`config.mk`:
```
export PLATFORM = sky130hd
export DESIGN_NAME = snes_joy_ports
export DESIGN_NICKNAME = d
export VERILOG_FILES = /design/src/rtl/snes_joy_ports.sv
export SDC_FILE = /design/constraint.sdc
export NUM_CORES = 1
export LEC_CHECK = 0
export BUFFER_PORTS_ARGS = -buffer_cell sky130_fd_sc_hd__buf_2
export CAP_MARGIN = 20
export CORE_ASPECT_RATIO = 0.7
export CORE_UTILIZATION = 54
export CTS_CLUSTER_SIZE = 12
export DETAILED_ROUTE_END_ITERATION = 10
export PLACE_DENSITY_LB_ADDON = 0.08
export SLEW_MARGIN = 20
export SYNTH_ARGS = -nofsm -noshare
export SYNTH_HDL_FRONTEND = slang
export SYNTH_SLANG_ARGS = --single-unit
```
`constraint.sdc`:
```
create_clock -name clk -period 1.6 [get_ports clk]
set_input_delay 0.4 -clock clk [delete_from_list [all_inputs] [get_ports clk]]
set_output_delay 0.4 -clock clk [all_outputs]
set_load 0.005 [all_outputs]
```
`src/rtl/snes_joy_ports.sv`:
```
// SNES controller-port emulator: up to five pads on two ports, optional
// 4-pad multitap on port 2, per-button autofire and forced standard-pad ID.

// One 16-bit pad shift register: parallel load while latched, shift right
// on a port clock edge, zeros fill from the top so an exhausted pad reads 1s.
module snes_pad_sr (
  input  logic        clk,
  input  logic        reset_n,
  input  logic        load,
  input  logic        shift,
  input  logic [15:0] load_val,
  output logic        q0
);
  logic [15:0] sr;

  // load beats shift when the latch and a clock edge coincide
  always_ff @(posedge clk or negedge reset_n) begin
    if (!reset_n)   sr <= 16'hFFFF;
    else if (load)  sr <= load_val;
    else if (shift) sr <= {1'b0, sr[15:1]};
  end

  assign q0 = sr[0];
endmodule

module snes_joy_ports #(
  parameter int C_pads         = 2,
  parameter int C_multitap     = 0,
  parameter int C_turbo_frames = 4,
  parameter int C_sync_stages  = 2
) (
  input  logic                  clk,
  input  logic                  reset_n,
  input  logic [16*C_pads-1:0]  pad_buttons,
  input  logic [16*C_pads-1:0]  turbo_en,
  input  logic                  joy_strb,
  input  logic                  joy1_clk,
  input  logic                  joy2_clk,
  input  logic                  joy2_p6,
  output logic [1:0]            joy1_di,
  output logic [1:0]            joy2_di,
  output logic                  turbo_phase
);
  localparam int NP = C_pads;

  logic [NP-1:0][15:0] btn_s;
  logic [NP-1:0][15:0] ten;
  logic [NP-1:0][15:0] load_val;
  logic [NP-1:0]       shift;
  logic [NP-1:0]       q;
  logic                strb_q, c1_q, c2_q;
  logic                rise1, rise2, strb_fall;
  logic [15:0]         tcnt;

  assign ten = turbo_en;

  // button synchroniser chain (pads are asynchronous to clk_sys)
  generate
    if (C_sync_stages == 0) begin : g_nosync
      assign btn_s = pad_buttons;
    end else begin : g_sync
      logic [C_sync_stages-1:0][16*NP-1:0] sync_q;
      // shift raw buttons through the synchroniser flops
      always_ff @(posedge clk or negedge reset_n) begin
        if (!reset_n) sync_q <= '0;
        else begin
          sync_q[0] <= pad_buttons;
          for (int s = 1; s < C_sync_stages; s++) sync_q[s] <= sync_q[s-1];
        end
      end
      assign btn_s = sync_q[C_sync_stages-1];
    end
  endgenerate

  // previous-cycle copies of the core's strobe and port clocks
  always_ff @(posedge clk or negedge reset_n) begin
    if (!reset_n) begin
      strb_q <= 1'b0;
      c1_q   <= 1'b0;
      c2_q   <= 1'b0;
    end else begin
      strb_q <= joy_strb;
      c1_q   <= joy1_clk;
      c2_q   <= joy2_clk;
    end
  end

  assign rise1     = joy1_clk & ~c1_q;
  assign rise2     = joy2_clk & ~c2_q;
  assign strb_fall = ~joy_strb & strb_q;

  // autofire phase flips every C_turbo_frames latch falls
  always_ff @(posedge clk or negedge reset_n) begin
    if (!reset_n) begin
      tcnt        <= '0;
      turbo_phase <= 1'b0;
    end else if (strb_fall) begin
      if (tcnt == 16'(C_turbo_frames - 1)) begin
        tcnt        <= '0;
        turbo_phase <= ~turbo_phase;
      end else begin
        tcnt <= tcnt + 16'd1;
      end
    end
  end

  // line-level load words and per-pad shift enables
  always_comb begin
    load_val = '0;
    shift    = '0;
    for (int p = 0; p < NP; p++) begin
      load_val[p][11:0]  = ~(btn_s[p][11:0] & (~ten[p][11:0] | {12{turbo_phase}}));
      load_val[p][15:12] = 4'hF;
      if (p == 0)               shift[p] = rise1;
      else if (C_multitap == 0) shift[p] = rise2;
      else if (p <= 2)          shift[p] = rise2 & joy2_p6;
      else                      shift[p] = rise2 & ~joy2_p6;
    end
  end

  genvar gp;
  generate
    for (gp = 0; gp < NP; gp++) begin : g_pad
      snes_pad_sr u_sr (
        .clk      (clk),
        .reset_n  (reset_n),
        .load     (joy_strb),
        .shift    (shift[gp]),
        .load_val (load_val[gp]),
        .q0       (q[gp])
      );
    end
  endgenerate

  assign joy1_di = {1'b1, q[0]};

  // port 2 data mux: plain pad, or multitap pair selected by pin 6
  generate
    if (C_multitap != 0) begin : g_mt
      always_comb begin
        joy2_di = 2'b11;
        if (joy_strb)     joy2_di = {1'b0, q[1]};
        else if (joy2_p6) joy2_di = {q[2], q[1]};
        else              joy2_di = {q[4], q[3]};
      end
    end else if (NP >= 2) begin : g_p2
      assign joy2_di = {1'b1, q[1]};
    end else begin : g_nop2
      assign joy2_di = 2'b11;
    end
  endgenerate
endmodule

```
### Yosys cells after proc, flatten, opt, wreduce, memory -nomap -nowiden

Index checks and enable logic that the tools add are counted.

* register bits after elaboration: 108
* latch bits: 0
* bits in writable memories: 0
* memory bits (read-only): 0
* bits of input ports: 70
* output and inout bits: 5
* word-level logic and storage cells: 34
* memories: 0

* add/sub/neg operators: 1
* $mul: 0
* div/mod/pow operators: 0
* $lt $le $gt $ge: 0
* equal/unequal tests: 1
* shift operators: 0
* muxes and demuxes: 5
* bitwise gates (word level): 15
* reductions and logical operators: 3

Operators by type and width (count)
* $mux 16: 5
* $not 12->12: 4
* $and 12x12->12: 2
* $or 12x12->12: 2
* $add 16x1->16 const B: 1
* $eq 16x2->1 const B: 1
* $not 1->1: 4
* $reduce_bool 2->1: 2
* $and 1x1->1: 3
* $reduce_and 2->1: 1

### Depth between registers and ports, before layout

Gate-level depths: netlist of run 1.

* word-level depth: 5
* depth in mapped cells: 5
* gate-level depth less buffers: 4

### Modules after synthesis

A second synthesis of run 1 with hierarchy kept.

* cell total of the unflattened synthesis: 319
* area total of the unflattened synthesis: 3849.9 sq um

Modules (own cells, without submodules)
* snes_joy_ports: instances 1, cells each 181, area each 2326.0 sq um, seq. area each 1701.6 sq um
* snes_pad_sr: instances 2, cells each 69, area each 762.0 sq um, seq. area each 420.4 sq um

### Worst setup path before layout of run 1

OpenSTA, ideal clock, no wires.

* kind: in2reg
* start point: input port joy_strb
* end point: register tcnt[14]
* library setup time: 123 ps
* data arrival time: 1145 ps
* required time: 1477 ps
* path slack: 332 ps
* stages on the path: 4
* buffers on the path: 0
* cells stage by stage: and4b_1 -> and3_2 -> nand4_1 -> xnor2_1

* cells in the longest elaborated chain, start to end: 2

Ends and longest elaborated chain
* from (decl): line 36 `input logic joy_strb,`
* $not 1->1: line 90 `assign strb_fall = ~joy_strb & strb_q;`
* $and 1x1->1: line 90
* to (signal assigned): line 102 `tcnt <= tcnt + 16'd1;`
* to (decl): line 53 `logic [15:0] tcnt;`

No other way between the ends.
A chain may end at the register's enable or synchronous reset.

### Worst setup path after layout of run 1

* start point: register c2_q
* end point: register g_pad[1].u_sr.sr[1]

* cells in the longest elaborated chain, start to end: 3

Ends and longest elaborated chain
* from (decl): line 51 `logic strb_q, c1_q, c2_q;`
* from (signal assigned): line 84 `c2_q <= joy2_clk;`
* $not 1->1: line 89 `assign rise2 = joy2_clk & ~c2_q;`
* $and 1x1->1: line 89
* $reduce_bool 2->1 (no source line)
* to (signal assigned): line 19 `else if (load) sr <= load_val;`
* to (signal assigned): line 20 `else if (shift) sr <= {1'b0, sr[15:1]};`
* to (decl): line 14 `logic [15:0] sr;`

No other way between the ends.

==> out/qor.csv, run 1 <==
metric,value,unit
hold path start,pad_buttons[10],
layout cells sized above 1,32.6,%
final hold vios,0,
count of cell types in the netlist,31,
clock latency reported for the late side of the worst-skew pair,0.36,ns
top cell family by delay on the critical path,simple AND/OR/NAND/NOR gates,
slew at the pin with the worst max-slew slack,0.644,ns
number of primary I/O pins,75,
Final Slew Violations,0,
Clock transition at path regs,0.10,ns
cell accounting for the most synthesized area,sky130_fd_sc_hd__dfrtp_1,
post-route clock skew,0.00749,ns
DIE AREA,7280,µm²
first-pass detailed-route iteration total,4,
period utilisation layout,89.6,%
Core Box Area,6460,µm²
cells after synthesis,292,
shortest period the worst path allows,1.43,ns
H-tree levels,3,
Max Fanout on Critical Path,13,
final wirelength,6390,µm
total CTS buffers,9,
max capacitance violation total,0,
clock tree from TritonCTS,yes,
number of remaining DRC errors,0,
tightest slew margin relative to the limit,56.9,%
WP data required,1.89,ns
Die Ht,71.7,µm
static leakage power,1.91,nW
share of synthesized area occupied by flip-flops and latches,67.8,%
cell-by-cell listing of the critical path,nand2b_1 -> and2_1 -> a211oi_1 -> a31oi_1,
final weighted congestion in routability-driven placement,0.713,
cell with the biggest individual delay on the critical path,sky130_fd_sc_hd__dfrtp_1,
diode insertion count for antenna repair,0,
first-pass GRT wire length,10700,µm
chip width,102,µm
WL per Instance,14.2,µm
outcome,"finished, final reports clean",
setup repair after global routing missed its margin,false,
reg2reg start,c2_q,
std cell rows,24,
cell total after placement,433,
setup bufs post-CTS,0,
number of vias per cell,5.15,
initial core utilization,58.1,%
post-route worst hold slack,0.132,ns
sum of net half-perimeters after detailed placement,4210,µm
via count of the first global-routing pass,2223,
Buffers & Inverters on Critical Path,0,
category of the worst setup path capture point,flip-flop,
Pwr per Cell Area,1200,nW/µm²
beginning of the critical path,c2_q,
"most common cell after layout, fill and taps aside",sky130_fd_sc_hd__dfrtp_1,
first-iteration detailed-routing DRC count,75,
Root Driver,sky130_fd_sc_hd__clkbuf_8,
initial antenna violation count,0,
crit path launch type,flip-flop,
via count,2318,
"buffers from clock root to sink, at most",2,
share of the synthesized area in the top cell type,45.4,%
number of setup violations in the final report,0,
area growth from synthesis to layout,16.3,%
overall track demand over capacity in global routing,19.6,%
flop-to-flop setup slack,0.17,ns
most frequent cells in the layout,"sky130_fd_sc_hd__dfrtp_1 (68), sky130_fd_sc_hd__buf_2 (54), sky130_fd_sc_hd__dfstp_2 (32), sky130_fd_sc_hd__nand2b_1 (27)",
largest net degree at the start of global routing,47,
Synth area leaders,"sky130_fd_sc_hd__dfrtp_1 (45%), sky130_fd_sc_hd__dfstp_2 (22%), sky130_fd_sc_hd__a211oi_1 (4.8%), sky130_fd_sc_hd__nand2b_1 (4.5%), sky130_fd_sc_hd__a31oi_1 (4.0%)",
number of clock sinks seen by CTS,100,
number of flip-flops and latches in the synthesized netlist,100,
largest stage delay on the critical path,0.40,ns
Tightest Hold Check Type,in2reg,
post-detailed-route count of antenna-violating nets,0,
cell area after synthesis,3750,µm²
port bufs,55,
arrival time at the worst endpoint,1.72,ns
Crit Path Class,reg2reg,
residual overflow from global routing,0,
"Cell Count, Final, Fillers Out",450,
fmax,697,MHz
number of nets in the layout,425,
Synth Warn #,0,
average cell area after synthesis,12.8,µm²
"IR drop worst, VDD",568,µV
power by group:
part           switching [W]  internal, W
registers           0.000138      0.00282
clock network       0.000903     0.000597
logic               0.000373     0.000396
Yosys cell counts (all sizes together):
master	number
nor2	6
inv	2
o21ai	2
and4b	1
ha	1
nor2b	3
nand4	5
conb	1
nor4	3
mux2i	2
xnor2	10
nand2b	27
nand3	3
dfrtp	68
and3	3
xor2	4
and4	2
dfstp	32
and2	25
a211oi	24
a31oi	24
clkbuf	5
buf	11
nand3b	6
nand2	20
a21o	2
worst reg2reg max path, stage by stage, from the launching register on:
cell and delay, ns:
sky130_fd_sc_hd__dfrtp_1 0.40, sky130_fd_sc_hd__nand2b_1 0.35, sky130_fd_sc_hd__and2_1 0.28, sky130_fd_sc_hd__a211oi_1 0.26, sky130_fd_sc_hd__a31oi_1 0.07
layer usage:
layer	global-route usage (%)	share of wire (%)	routed length, µm	up-vias
met2	27.3	44	2780	60
met5	0	0	0	-
li1	-	-	-	1133
met4	8.21	1.1	69	0
met1	29.3	51	3230	1119
met3	5.27	4.8	305	6
state kept, by name (all words and copies together), names as in the netlist:
register and count:
c2_q 1, strb_q 1, turbo_phase 1, c1_q 1, tcnt 16, g_pad.u_sr.sr 32
btn_s 24, g_sync.sync_q 24
final timing paths:
| check | end | cells after the start |
|---|---|---|
| setup / recovery | g_pad[1].u_sr.sr[1] | 4 |
| hold / removal | g_sync.sync_q[10] | 1 |
| setup reg to reg | g_pad[1].u_sr.sr[1] | 4 |
| hold reg to reg | btn_s[19] | 0 |
| max in group asynchronous | g_pad[0].u_sr.sr[7] | 3 |
| min in group asynchronous | tcnt[10] | 2 |
final cells by class:
cell class                 instances  area [µm²]
inverter                           2        7.51
tap                               91         114
multi-input combinational        175        1130
fill                             509        2100
sequential                       100        2540
clock buffer                      10         128
timing repair buffer              66         388
clock inverter                     6        53.8
what timing repair did:
| item | 4_1_cts | 5_1_grt |
|---|---|---|
| endpoints found under the setup margin | 24 | 0 |
| hold buffers | 1 | 0 |
| resized for setup | 2 | 0 |
| endpoints found under the hold margin | 18 | 0 |
stage by stage:
stage	area (µm²)	total power, W	setup WS, ns	utilization, %	TNS (ns)
2_1_floorplan	3750	0.00346	0.332	-	0
3_3_place_gp	4160	0.00374	-0.167	64.5	-3.22
3_5_place_dp	4160	0.00379	-0.211	64.5	-4.26
4_1_cts	4360	0.00530	0.126	67.5	0
5_1_grt	4360	0.00548	0.0168	67.5	0
6_report	4360	0.00523	0.166	67.5	0
logic make-up (layout without fill, tap and decap cells):
logic type / Yosys count / in the layout / synth area share, %
AO/OA/AOI/OAI: 52 / 52 / 9.48
XOR/XNOR: 14 / 14 / 3.27
adder cells (fa/ha/maj): 1 / 1 / 0.334
buffers and inverters: 18 / 84 / 2.37
flip-flops: 100 / 100 / 67.8
multiplexers: 2 / 2 / 0.534
other: 1 / 2 / 0.100
AND/OR/NAND/NOR: 104 / 104 / 16.1
(Power assumes the default switching activity.)
==> run 2, diff against run 1 <==
--- a/config.mk
+++ b/config.mk
@@ -5,10 +5,12 @@
 export SDC_FILE = /design/constraint.sdc
 export NUM_CORES = 1
 export LEC_CHECK = 0
+export ABC_AREA = 1
 export BUFFER_PORTS_ARGS = -buffer_cell sky130_fd_sc_hd__buf_2
 export CAP_MARGIN = 20
 export CORE_ASPECT_RATIO = 0.7
-export CORE_UTILIZATION = 54
+export CORE_MARGIN = 5
+export CORE_UTILIZATION = 55
 export CTS_CLUSTER_SIZE = 12
 export DETAILED_ROUTE_END_ITERATION = 10
 export PLACE_DENSITY_LB_ADDON = 0.08
==> run 2 against run 1 <==
  * Worst hold slack gained 0.0017 ns
  * Clock power shrank 3%
  * Total power shrank 5.5%
  * Largest cell class unchanged
  * Routed wire length grew 17%
  * Cell count grew 24%
  * Synthesized cell count grew 36%
  * Global-route usage shrank 1.7 points
  * Cell area grew 5.3%
==> out/qor.csv, run 2 <==
metric,value,unit
WL per Instance,13.4,µm
max reg flops,32,
number of setup violations in the final report,0,
compound-cell area share of the yosys netlist,7.62,%
via count,2704,
Design Power,0.00494,W
sum of net half-perimeters after detailed placement,5490,µm
Synth Warn #,0,
shortest period the worst path allows,1.48,ns
post-cts repair resize count,0,
Synth area leaders,"sky130_fd_sc_hd__dfrtp_1 (42%), sky130_fd_sc_hd__dfstp_2 (21%), sky130_fd_sc_hd__nand2_1 (10%), sky130_fd_sc_hd__inv_1 (5.7%), sky130_fd_sc_hd__o221ai_1 (4.6%)",
final weighted congestion in routability-driven placement,0.815,
Clock transition at path regs,0.10,ns
Top reg by flops,g_pad.u_sr.sr,
Final Slew Violations,0,
DIE AREA,9180,µm²
cell area after synthesis,4040,µm²
share of async-settable or async-resettable flops after synthesis,100,%
"buffers from clock root to sink, at most",2,
cell accounting for the most synthesized area,sky130_fd_sc_hd__dfrtp_1,
max capacitance violation total,0,
first-iteration detailed-routing DRC count,134,
via count of the first global-routing pass,2687,
crit path launch type,flip-flop,
Max Fanout on Critical Path,5,
"Cell Count, Final, Fillers Out",559,
category of the worst setup path capture point,flip-flop,
final wirelength,7470,µm
port bufs,55,
"Primary FF master, synth",sky130_fd_sc_hd__dfrtp_1,
Tightest Hold Check Type,in2reg,
clock latency reported for the late side of the worst-skew pair,0.36,ns
share of the synthesized area in the top cell type,42.1,%
"most common cell after layout, fill and taps aside",sky130_fd_sc_hd__nand2_1,
total CTS buffers,9,
number of vias per cell,4.84,
average cell area after synthesis,10.2,µm²
Area after DPL,4400,µm²
residual overflow from global routing,0,
area of all placed cells without fillers,4590,µm²
number of flip-flops and latches in the synthesized netlist,100,
fmax,677,MHz
count of cell types in the netlist,31,
Root Driver,sky130_fd_sc_hd__clkbuf_8,
initial antenna violation count,0,
multiplexer fraction of the synthesized cell area,0,%
library cell with the highest instance count after synthesis,sky130_fd_sc_hd__nand2_1,
period utilisation layout,92.3,%
Core Box Area,7220,µm²
final hold vios,0,
number of clock sinks seen by CTS,100,
static leakage power,2.38,nW
number of remaining DRC errors,0,
layout cells sized above 1,28.0,%
WP data required,1.86,ns
arrival time at the worst endpoint,1.74,ns
number of nets in the layout,527,
setup repair after global routing missed its margin,false,
number of flops mapped to enable cells by yosys,0,
first-pass detailed-route iteration total,5,
Adder-Cell Fraction of Synth Area,0.310,%
Crit Path Class,reg2reg,
"post-synthesis share of cell area spent on and, or, nand and nor gates",18.9,%
overall track demand over capacity in global routing,18.0,%
"IR drop worst, VDD",538,µV
diode insertion count for antenna repair,0,
H-tree levels,3,
largest net degree at the start of global routing,44,
setup TNS after final layout,0,ns
share of synthesized area occupied by flip-flops and latches,63.0,%
cells after synthesis,396,
post-detailed-route count of antenna-violating nets,0,
Pwr per Cell Area,1080,nW/µm²
cell types with the highest counts after synthesis,"sky130_fd_sc_hd__nand2_1 (109), sky130_fd_sc_hd__dfrtp_1 (68), sky130_fd_sc_hd__inv_1 (61), sky130_fd_sc_hd__dfstp_2 (32), sky130_fd_sc_hd__nor2_1 (22)",
outcome,"finished, final reports clean",
post-route clock skew,0.0116,ns
combinational family with the most area after synthesis,simple AND/OR/NAND/NOR gates,
initial core utilization,55.9,%
area growth from synthesis to layout,13.7,%
std cell rows,26,
post-synthesis xor/xnor area fraction,1.30,%
first-pass GRT wire length,12800,µm
clock tree from TritonCTS,yes,
most frequent cells in the layout,"sky130_fd_sc_hd__nand2_1 (109), sky130_fd_sc_hd__dfrtp_1 (68), sky130_fd_sc_hd__inv_1 (61), sky130_fd_sc_hd__buf_2 (54), sky130_fd_sc_hd__dfstp_2 (32)",
cell total after placement,542,
chip width,112,µm
Die Ht,81.7,µm
number of primary I/O pins,75,
-- run 2: changes by cell type after synthesis, moves of 21 or more --
cell	change
sky130_fd_sc_hd__a31oi_1	-23
sky130_fd_sc_hd__nand2_1	+89
sky130_fd_sc_hd__and2_1	-24
sky130_fd_sc_hd__o221ai_1	+21
sky130_fd_sc_hd__inv_1	+59
sky130_fd_sc_hd__a211oi_1	-24
sky130_fd_sc_hd__nand2b_1	-27
-- run 2: metal layers --
layer | track usage, % | vias up | share of wire, %
met5 | 0 | - | 0
met4 | 5.04 | 0 | 1.3
met3 | 5.82 | 9 | 4.9
met2 | 27.1 | 55 | 45
met1 | 25.3 | 1282 | 49
li1 | - | 1358 | -
-- run 2: path summary, 6_finish.rpt --
kind,start,end,slack (ns),cells after the start
setup / recovery,tcnt[0],tcnt[12],0.12,8
hold / removal,pad_buttons[23],g_sync.sync_q[23],0.13,1
setup reg to reg,tcnt[0],tcnt[12],0.12,8
hold reg to reg,g_sync.sync_q[27],btn_s[27],0.35,0
max in group asynchronous,reset_n,g_pad[1].u_sr.sr[14],0.53,3
min in group asynchronous,reset_n,tcnt[13],0.48,2
-- run 2: kinds of logic (layout without fill, tap and decap cells) --
group,after synthesis,after routing
AO/OA/AOI/OAI,39,39
XOR/XNOR,6,6
adder cells (fa/ha/maj),1,1
buffers and inverters,79,143
flip-flops,100,100
other,1,2
AND/OR/NAND/NOR,170,170
-- run 2: layout make-up --
class,count,area [µm²]
Tap cell,98,123
Fill cell,633,2630
Sequential cell,100,2540
Clock buffer,10,128
Clock inverter,6,51.3
Inverter,65,246
Timing Repair Buffer,62,358
Multi-Input combinational cell,218,1140
-- run 2: timing repair --
action | 4_1_cts | 5_1_grt
hold buffers | 1 | 0
buffers inserted | 0 | 0
hold endpoints to repair | 22 | 0
-- run 2: worst max-delay path: stages, from the launching register on --
cell                      delay, ns
sky130_fd_sc_hd__dfrtp_1       0.45
sky130_fd_sc_hd__ha_1          0.24
sky130_fd_sc_hd__nand2_1       0.15
sky130_fd_sc_hd__nor2_1        0.12
sky130_fd_sc_hd__nand2_1       0.10
sky130_fd_sc_hd__nor2_4        0.13
sky130_fd_sc_hd__nand3_1       0.08
sky130_fd_sc_hd__nand2_1       0.07
sky130_fd_sc_hd__inv_1         0.04
-- run 2: report_power, final --
| part | leakage (nW) | internal (W) | switching, W | total (W) |
|---|---|---|---|---|
| Combinational | 1.16 | 0.000219 | 0.000358 | 0.000577 |
| Clock | 0.0936 | 0.000594 | 0.000866 | 0.00146 |
| Sequential | 1.12 | 0.00278 | 0.000122 | 0.00290 |
| Total | 2.38 | 0.00360 | 0.00134 | 0.00494 |
-- run 2: metrics by stage --
| stage | hold WS [ns] | worst slack, ns | util (%) |
|---|---|---|---|
| 2_1_floorplan | 0.104 | 0.368 | - |
| 3_3_place_gp | 0.322 | 0.166 | 61.0 |
| 3_5_place_dp | 0.330 | 0.146 | 61.0 |
| 4_1_cts | 0.117 | 0.132 | 63.6 |
| 5_1_grt | 0.105 | 0.0138 | 63.6 |
| 6_report | 0.133 | 0.123 | 63.6 |
==> run 3, diff against run 2 <==
--- a/config.mk
+++ b/config.mk
@@ -10,7 +10,7 @@
 export CAP_MARGIN = 20
 export CORE_ASPECT_RATIO = 0.7
 export CORE_MARGIN = 5
-export CORE_UTILIZATION = 55
+export CORE_UTILIZATION = 59
 export CTS_CLUSTER_SIZE = 12
 export DETAILED_ROUTE_END_ITERATION = 10
 export PLACE_DENSITY_LB_ADDON = 0.08
==> constraint.sdc (replaced) <==
create_clock -name clk -period 1.9 [get_ports clk]
set_input_delay 0.475 -clock clk [delete_from_list [all_inputs] [get_ports clk]]
set_output_delay 0.475 -clock clk [all_outputs]
set_load 0.005 [all_outputs]
==> run 3 against run 2 <==
  * Die area fell by 6.1%
  * Via count rose by 0.55%
  * Routed wire length fell by 0.82%
  * Utilization rose by 5.0 points
  * Count of clock-buffer cells in the layout fell by 1
  * Sequential power fell by 16%
  * Worst hold slack got worse by 0.096 ns
  * Clock power fell by 12%
  * First-iteration DRC count fell by 0.75%
  * Flip-flop and latch count did not move
  * Critical path depth fell by 7
  * Clock skew barely moved
  * Critical endpoint is now joy1_di[0]
  * Largest cell class unchanged
==> out/qor.csv, run 3 (synthesis gave the netlist of run 2 again) <==
metric,value,unit
fmax,677,MHz
final weighted congestion in routability-driven placement,0.849,
Root Driver,sky130_fd_sc_hd__clkbuf_8,
chip width,109,µm
total CTS buffers,9,
Final Slew Violations,0,
arrival time at the worst endpoint,1.00,ns
H-tree levels,3,
fraction of the core area covered by cells at the end of the flow,68.6,%
DIE AREA,8620,µm²
reg2reg start,tcnt[0],
via count of the first global-routing pass,2744,
overall track demand over capacity in global routing,19.7,%
post-route clock skew,0.0113,ns
crit path launch type,flip-flop,
Buffers & Inverters on Critical Path,1,
category of the worst setup path capture point,primary output,
first-iteration detailed-routing DRC count,133,
Clock transition at path regs,0.10,ns
clock latency reported for the late side of the worst-skew pair,0.36,ns
first-pass detailed-route iteration total,4,
Core Box Area,6690,µm²
area growth from synthesis to layout,13.7,%
Crit Path Class,reg2out,
layout cells sized above 1,28.3,%
residual overflow from global routing,0,
number of primary I/O pins,75,
post-route worst hold slack,0.0371,ns
initial antenna violation count,0,
cell with the biggest individual delay on the critical path,sky130_fd_sc_hd__dfstp_2,
clock tree from TritonCTS,yes,
hold-fix buffer count after cts,0,
post-detailed-route count of antenna-violating nets,0,
cell-by-cell listing of the critical path,buf_2,
"most common cell after layout, fill and taps aside",sky130_fd_sc_hd__nand2_1,
number of setup violations in the final report,0,
static leakage power,2.37,nW
final wirelength,7410,µm
Die Ht,79.2,µm
port bufs,55,
via count,2719,
setup TNS after final layout,0,ns
first-pass GRT wire length,13100,µm
Top reg by flops,g_pad.u_sr.sr,
diode insertion count for antenna repair,0,
sum of net half-perimeters after detailed placement,5360,µm
"buffers from clock root to sink, at most",2,
WL per Instance,13.4,µm
number of vias per cell,4.91,
Crit Reg-Reg Endpoint,tcnt[14],
max reg flops,32,
top cell family by delay on the critical path,flip-flops,
Max Fanout on Critical Path,2,
std cell rows,25,
max capacitance violation total,0,
largest stage delay on the critical path,0.54,ns
post-cts repair resize count,0,
initial core utilization,60.3,%
outcome,"finished, final reports clean",
period utilisation layout,77.7,%
number of remaining DRC errors,0,
critical path endpoint,joy1_di[0],
Pwr per Cell Area,917,nW/µm²
"IR drop worst, VDD",522,µV
number of nets in the layout,526,
shortest period the worst path allows,1.48,ns
WP data required,1.42,ns
most frequent cells in the layout,"sky130_fd_sc_hd__nand2_1 (109), sky130_fd_sc_hd__dfrtp_1 (68), sky130_fd_sc_hd__inv_1 (61), sky130_fd_sc_hd__buf_2 (54), sky130_fd_sc_hd__dfstp_2 (32)",
worst reg-to-reg path cell count,8,
largest net degree at the start of global routing,44,
flop-to-flop setup slack,0.46,ns
beginning of the critical path,g_pad[0].u_sr.sr[0],
setup bufs post-CTS,0,
number of clock sinks seen by CTS,100,
Tightest Hold Check Type,in2async,
final hold vios,0,
number of cells on the critical path,1,
setup repair after global routing missed its margin,false,
[run 3: per-stage QoR]
| stage | setup slack, ns | total power [W] | cell area [µm²] | std cells |
|---|---|---|---|---|
| floorplan | 0.617 | 0.00278 | 4040 | 397 |
| global placement | 0.376 | 0.00294 | 4400 | 538 |
| detailed placement | 0.366 | 0.00296 | 4400 | 538 |
| CTS | 0.397 | 0.00426 | 4590 | 554 |
| global route | 0.328 | 0.00446 | 4590 | 554 |
| finish | 0.423 | 0.00421 | 4590 | 554 |
[run 3: worst min-delay path by stage]
stage | start | end | slack (ns) | cells past startpoint
5_1_grt | reset_n | g_sync.sync_q[21] | 0.04 | 1
4_1_cts | reset_n | tcnt[8] | 0.03 | 1
6_report | reset_n | tcnt[8] | 0.04 | 1
3_5_place_dp | g_sync.sync_q[5] | btn_s[5] | 0.33 | 0
2_1_floorplan | reset_n | btn_s[0] | 0.18 | 0
3_3_place_gp | g_sync.sync_q[6] | btn_s[6] | 0.33 | 0
[run 3: area by class of cell]
type,count,area (µm²)
fill,549,2100
sequential,100,2540
multi-input combinational,218,1140
clock inverter,7,70.1
tap,94,118
inverter,65,246
timing repair buffer,61,348
clock buffer,9,124
[run 3: layer usage]
metal | vias up | part of all wire (%) | global-route usage [%]
li1 | 1362 | - | -
met1 | 1281 | 47 | 28.0
met2 | 70 | 47 | 29.6
met3 | 6 | 5.8 | 6.99
met4 | 0 | 0.63 | 3.91
met5 | - | 0 | 0
[run 3: where the power goes]
part	switching (W)	total (W)	internal, W
Sequential	0.0000970	0.00244	0.00234
Combinational	0.000298	0.000482	0.000184
Clock	0.000778	0.00129	0.000509
Total	0.00117	0.00421	0.00304
